===== config.mk =====
export PLATFORM = sky130hd
export DESIGN_NAME = spi_reg_bridge
export DESIGN_NICKNAME = d
export VERILOG_FILES = /design/src/rtl/spi_reg_bridge_pkg.sv /design/src/rtl/spi_reg_bridge_edge_det.sv /design/src/rtl/spi_reg_bridge.sv
export SDC_FILE = /design/constraint.sdc
export NUM_CORES = 1
export LEC_CHECK = 0
export ABC_CLOCK_PERIOD_IN_PS = 2700
export CAP_MARGIN = 10
export CORE_MARGIN = 10
export CORE_UTILIZATION = 49
export DETAILED_ROUTE_END_ITERATION = 10
export GPL_ROUTABILITY_DRIVEN = 0
export PLACE_DENSITY = 0.82
export SYNTH_ARGS = -nofsm -noshare
export SYNTH_HDL_FRONTEND = slang
export SYNTH_SLANG_ARGS = --single-unit

===== constraint.sdc =====
create_clock -name Clock -period 2.7 [get_ports Clock]
set_input_delay 0.405 -clock Clock [delete_from_list [all_inputs] [get_ports Clock]]
set_output_delay 0.405 -clock Clock [all_outputs]
set_load 0.01 [all_outputs]

===== src/rtl/spi_reg_bridge_pkg.sv =====
// -----------------------------------------------------------------------------
// spi_reg_bridge_pkg
// Shared definitions for the SPI-to-register bridge:
//   - ADDR_W  : register address / pointer width (7 bits)
//   - RW_BIT  : bit position of the read/write flag in the command byte
//   - BYTE_W  : SPI byte width
//   - state_t : bridge FSM state encoding
//   - cmd_addr(): extracts the start address from a command byte
// -----------------------------------------------------------------------------
package spi_reg_bridge_pkg;

    localparam int ADDR_W = 7;
    localparam int RW_BIT = 7;
    localparam int BYTE_W = 8;

    typedef enum logic [2:0] {
        ST_IDLE    = 3'd0,
        ST_CMD     = 3'd1,
        ST_WR_DATA = 3'd2,
        ST_RD_WAIT = 3'd3,
        ST_RD_DATA = 3'd4
    } state_t;

    function automatic logic [ADDR_W-1:0] cmd_addr(input logic [BYTE_W-1:0] cmd_byte);
        return cmd_byte[ADDR_W-1:0];
    endfunction

endpackage


===== src/rtl/spi_reg_bridge_edge_det.sv =====
// -----------------------------------------------------------------------------
// spi_reg_bridge_edge_det
// Falling-edge detector for an already-synchronous level signal.
//   Clock  : system clock (rising edge)
//   Reset  : asynchronous, active-low reset
//   level  : monitored signal
//   fall   : combinational pulse, high in the cycle where level is 0 and
//            was 1 at the previous clock edge
// RESET_LEVEL sets the assumed previous level after reset. Resetting it to 0
// means a signal that is already low when reset releases is not reported
// as a falling edge.
// -----------------------------------------------------------------------------
module spi_reg_bridge_edge_det #(
    parameter logic RESET_LEVEL = 1'b0
) (
    input  logic Clock,
    input  logic Reset,
    input  logic level,
    output logic fall
);

    logic level_reg;

    always_ff @(posedge Clock or negedge Reset) begin
        if (!Reset) begin
            level_reg <= RESET_LEVEL;
        end else begin
            level_reg <= level;
        end
    end

    assign fall = level_reg & ~level;

endmodule


===== src/rtl/spi_reg_bridge.sv =====
// -----------------------------------------------------------------------------
// spi_reg_bridge
// Turns a byte stream from an SPI slave into register-bus accesses.
// First byte of a transaction is a command: bit 7 = 1 read, 0 write,
// bits 6:0 = start address. Following bytes are write data (write) or
// dummy bytes that clock out prefetched read data (read).
//
// Ports:
//   Clock, Reset          : system clock, asynchronous active-low reset
//   CsN_i                 : chip select (active low, synchronous to Clock)
//   ByteValid_i, Byte_i   : received-byte strobe and data
//   TxByte_o              : next byte for the SPI slave to shift out
//   RegAddr_o             : register address
//   RegWrData_o, RegWrEn_o: write data and one-cycle write strobe
//   RegRdEn_o, RegRdData_i: one-cycle read strobe, data valid the cycle after
//   Busy_o                : FSM not idle
//   Overrun_o             : sticky, a byte was dropped in this transaction
//
// Build option: define SPI_REG_BRIDGE_AUTOINC_EN to advance the address
// pointer after every access; otherwise the pointer holds the command
// address for the whole transaction.
// -----------------------------------------------------------------------------
module spi_reg_bridge
    import spi_reg_bridge_pkg::*;
#(
    parameter logic [7:0] IDLE_BYTE = 8'hFF
) (
    input  logic              Clock,
    input  logic              Reset,
    input  logic              CsN_i,
    input  logic              ByteValid_i,
    input  logic [BYTE_W-1:0] Byte_i,
    output logic [BYTE_W-1:0] TxByte_o,
    output logic [ADDR_W-1:0] RegAddr_o,
    output logic [BYTE_W-1:0] RegWrData_o,
    output logic              RegWrEn_o,
    output logic              RegRdEn_o,
    input  logic [BYTE_W-1:0] RegRdData_i,
    output logic              Busy_o,
    output logic              Overrun_o
);

`ifdef SPI_REG_BRIDGE_AUTOINC_EN
    localparam logic [ADDR_W-1:0] PTR_STEP = ADDR_W'(1);
`else
    localparam logic [ADDR_W-1:0] PTR_STEP = '0;
`endif

    state_t            state_reg;
    logic [ADDR_W-1:0] ptr_reg;
    logic [BYTE_W-1:0] tx_byte_reg;
    logic [ADDR_W-1:0] addr_reg;
    logic [BYTE_W-1:0] wr_data_reg;
    logic              wr_en_reg;
    logic              rd_en_reg;
    logic              overrun_reg;
    logic              cs_fall;

    // Previous level resets low so that a chip select already asserted at
    // reset release is not taken as a new transaction start.
    spi_reg_bridge_edge_det #(
        .RESET_LEVEL (1'b0)
    ) u_cs_edge (
        .Clock (Clock),
        .Reset (Reset),
        .level (CsN_i),
        .fall  (cs_fall)
    );

    always_ff @(posedge Clock or negedge Reset) begin
        if (!Reset) begin
            state_reg   <= ST_IDLE;
            ptr_reg     <= '0;
            tx_byte_reg <= IDLE_BYTE;
            addr_reg    <= '0;
            wr_data_reg <= '0;
            wr_en_reg   <= 1'b0;
            rd_en_reg   <= 1'b0;
            overrun_reg <= 1'b0;
        end else begin
            // Strobes are single-cycle unless re-asserted below.
            wr_en_reg <= 1'b0;
            rd_en_reg <= 1'b0;

            if (CsN_i) begin
                // Deselect wins over everything, including a byte strobe
                // arriving in the same cycle.
                state_reg <= ST_IDLE;
            end else begin
                case (state_reg)
                    ST_IDLE: begin
                        if (cs_fall) begin
                            state_reg   <= ST_CMD;
                            tx_byte_reg <= IDLE_BYTE;
                            overrun_reg <= 1'b0;
                        end
                    end

                    ST_CMD: begin
                        if (ByteValid_i) begin
                            ptr_reg <= cmd_addr(Byte_i);
                            if (Byte_i[RW_BIT]) begin
                                // Issue the first read on entry to RD_WAIT.
                                state_reg <= ST_RD_WAIT;
                                rd_en_reg <= 1'b1;
                                addr_reg  <= cmd_addr(Byte_i);
                            end else begin
                                state_reg <= ST_WR_DATA;
                            end
                        end
                    end

                    ST_WR_DATA: begin
                        if (ByteValid_i) begin
                            wr_en_reg   <= 1'b1;
                            addr_reg    <= ptr_reg;
                            wr_data_reg <= Byte_i;
                            ptr_reg     <= ptr_reg + PTR_STEP;
                        end
                    end

                    ST_RD_WAIT: begin
                        // The slave cannot have loaded the previous byte yet;
                        // anything arriving here is lost.
                        if (ByteValid_i) begin
                            overrun_reg <= 1'b1;
                        end
                        // First RD_WAIT cycle carries the strobe; read data
                        // is valid in the second one.
                        if (!rd_en_reg) begin
                            tx_byte_reg <= RegRdData_i;
                            ptr_reg     <= ptr_reg + PTR_STEP;
                            state_reg   <= ST_RD_DATA;
                        end
                    end

                    ST_RD_DATA: begin
                        // The received byte is a dummy; it only signals that
                        // TxByte_o has been shifted out, so prefetch the next.
                        if (ByteValid_i) begin
                            state_reg <= ST_RD_WAIT;
                            rd_en_reg <= 1'b1;
                            addr_reg  <= ptr_reg;
                        end
                    end

                    default: begin
                        state_reg <= ST_IDLE;
                    end
                endcase
            end
        end
    end

    assign TxByte_o    = tx_byte_reg;
    assign RegAddr_o   = addr_reg;
    assign RegWrData_o = wr_data_reg;
    assign RegWrEn_o   = wr_en_reg;
    assign RegRdEn_o   = rd_en_reg;
    assign Busy_o      = (state_reg != ST_IDLE);
    assign Overrun_o   = overrun_reg;

endmodule


==> metrics.md <==
| Metric | Value |
|---|---|
| Crit-path max FO | 14 |
| Vias per cell | 4.920 |
| Min-delay worst type | primary input to async pin |
| N_diodes | 0 |
| Outcome | complete, no violations |
| Lkg Pwr | 0.0009547 uW |
| Total gr overflow | 0 |
| Initial drt markers | 57 |
| Syn Std Cell Area | 1675 um^2 |
| Number of remaining DRC errors | 0 |
| Relative slew slack | 0.4767 |
| Synth cell types | 31 |
| Final Cell Area | 2232 um^2 |
| # Post-CTS Setup Buffers | 0 |
| Final WL | 3675 um |
| Worst path arrival time | 1830 ps |
| # nets final | 211 |
| Syn avg cell area | 11.72 um^2 |
| Share of the synthesized area in the top cell type | 0.4332 |
| Final Critical Period | 2232 ps |
| Worst skew pair latency | 350 ps |
| Max Slew Vio Count | 0 |
| Syn nets | 163 |
| Cells after DPL | 230 |
| Initial DRT Pass Iterations | 4 |
| CP endpoint kind | output port |
| Unrepaired setup endpoints after global routing | no |
| Mapped Cells | 143 |
| Maximum clock path buffer count | 2 |
| CTS tree | yes |
| Ys async rst share | 1.000 |
| Most frequent cells in the layout | clkdlybuf4s50_1 (45), dfrtp_1 (29), nand2_1 (20) |
| Post-synth EDFFs | 0 |
| Hpwl dp | 2794 um |
| Commonest non-fill, non-tap cell in the layout | clkdlybuf4s50_1 |
| Clock root cell | clkbuf_4 |
| IO buf count | 46 |
| Sequential fraction of the synthesis area | 0.5586 |
| Routed Antenna Nets | 0 |
| # resized after CTS | 0 |
| Total GRT Usage | 0.1261 |
| Worst r2r src | state_reg[0]$_DFFE_PN0P_ |
| DR vias | 1171 |
| Starting density of the core | 0.5060 |
| CP Launch Point | state_reg[1]$_DFFE_PN0P_ |
| Total Power | 2075 uW |
| Main area contributors after synthesis | dfrtp_1 (43%), dfstp_2 (13%), mux2_2 (10%), nand2_1 (4.5%), mux2i_1 (4.2%) |
| Worst Skew | 9.720 ps |
| Crit Path Class | flip-flop to output port |
| Finished Layout Cells | 238 |
| Yosys warning total | 0 |
| Worst-Margin Slew | 784.9 ps |
| Worst path slowest cell | dfrtp_1 |
| Setup Viol. Count Final | 0 |
| Die Y | 78.48 um |
| Clock sink total | 37 |
| Area leader, netlist | dfrtp_1 |
| FF+latch count, synth | 37 |
| H-Tree Level Count | 2 |
| CP required | 2300 ps |
| Drt wl/cell | 15.44 um |
| Layout cell share with drive strength beyond 1 | 0.2083 |
| Crit-path cells | or3_1 -> clkdlybuf4s50_1 |
| Die width | 78.48 um |
| Rows | 21 |
| Max rail drop VDD | 0.0005690 V |
| Max Freq | 0.4481 GHz |
| Delay-heaviest family, CP | flip-flops |
| Period utilization | 0.8265 |
| Post-CTS Hold Buffers | 0 |
| Die Footprint | 6158 um^2 |
| Startpoint types | flip-flop |
| Final Hold Violating Endpoints | 0 |
| Ys flop type | dfrtp_1 |
| Hold_ws | 123.6 ps |
| Setup tns final | 0 ps |
| Vias in the first global route | 1266 |
| Worst path bufs/invs | 1 |
| Pin count of the biggest net entering global routing | 38 |
| CP peak stage delay | 570 ps |
| CTS Buf Count | 5 |
| Placed cell area | 2143 um^2 |
| Max cap viols | 0 |
| Wire length of the first global-routing pass | 6230 um |
| Clock-pin slew on the worst setup and hold paths | 110 ps |
| Layout area overhead | 33.23% |
| Initial antenna violation count | 0 |
| Power Dens Cells | 929.6 nW/um^2 |
| Io pins | 47 |
| Core area | 3311 um^2 |
[metrics by stage]
stage / setup slack, ps / util
2_1_floorplan: 1281 / -
3_3_place_gp: 691.5 / 0.6474
3_5_place_dp: 628.0 / 0.6474
4_1_cts: 437.3 / 0.6742
5_1_grt: 371.2 / 0.6742
6_report: 468.5 / 0.6742
[report_power, final]
part / switching, uW / internal (uW) / leakage [uW]
Combinational: 297 / 447 / 0.000458
Sequential: 131 / 796 / 0.000452
Clock: 185 / 220 / 0.0000445
[kinds of logic (layout without fill, tap and decap cells)]
family | after synthesis | count (layout) | synth area share
xor gates and xnor gates | 1 | 1 | 0.009711
and+or+nand+nor | 53 | 53 | 0.1710
AOI/OAI and AO/OA | 24 | 24 | 0.08888
buffers and inverters | 6 | 55 | 0.02912
muxes | 22 | 22 | 0.1426
DFF | 37 | 37 | 0.5586
[layout make-up]
class                           instances  area, um^2
Inverter                                1       3.754
Multi-Input combinational cell        100       690.7
Clock buffer                            6       51.30
Fill cell                             283        1079
Sequential cell                        37       935.9
Tap cell                               46       57.56
Clock inverter                          2       37.54
Timing Repair Buffer                   46       455.4
[Yosys cell counts, drive strengths merged, types with 2 or more instances]
cell,count
dfrtp,29
nor2,15
nor2b,3
mux2,15
mux2i,7
nand2b,4
nor3b,2
nand3,3
and2b,2
a21oi,2
o21ai,18
dfstp,8
buf,5
and3b,2
nand2,20
[final timing paths]
kind	end	slack, ps	depth (start not counted)
worst max-delay path	Busy_o	470	2
worst min-delay path	RegWrData_o[6]$_DFFE_PN0P_	120	1
worst max register to register	RegAddr_o[1]$_DFFE_PN0P_	890	3
worst min register to register	TxByte_o[6]$_DFFE_PN1P_	480	2
max in group asynchronous	state_reg[2]$_DFFE_PN0P_	2070	1
min in group Clock	TxByte_o[6]$_DFFE_PN1P_	480	2
[routing by layer]
metal | vias to the layer above | track usage | share of wire
met5 | - | 0 | 0
met1 | 545 | 0.1359 | 0.43
li1 | 586 | - | -
met3 | 6 | 0.06150 | 0.071
met4 | 0 | 0.04301 | 0.014
met2 | 34 | 0.2113 | 0.48
[worst register-to-register path, cell delays in order (launching register included)]
cell and delay [ps]:
dfrtp_1 570, and3b_1 280, o311ai_2 640, o21ai_0 190
Power figures use the tool's default switching activity.
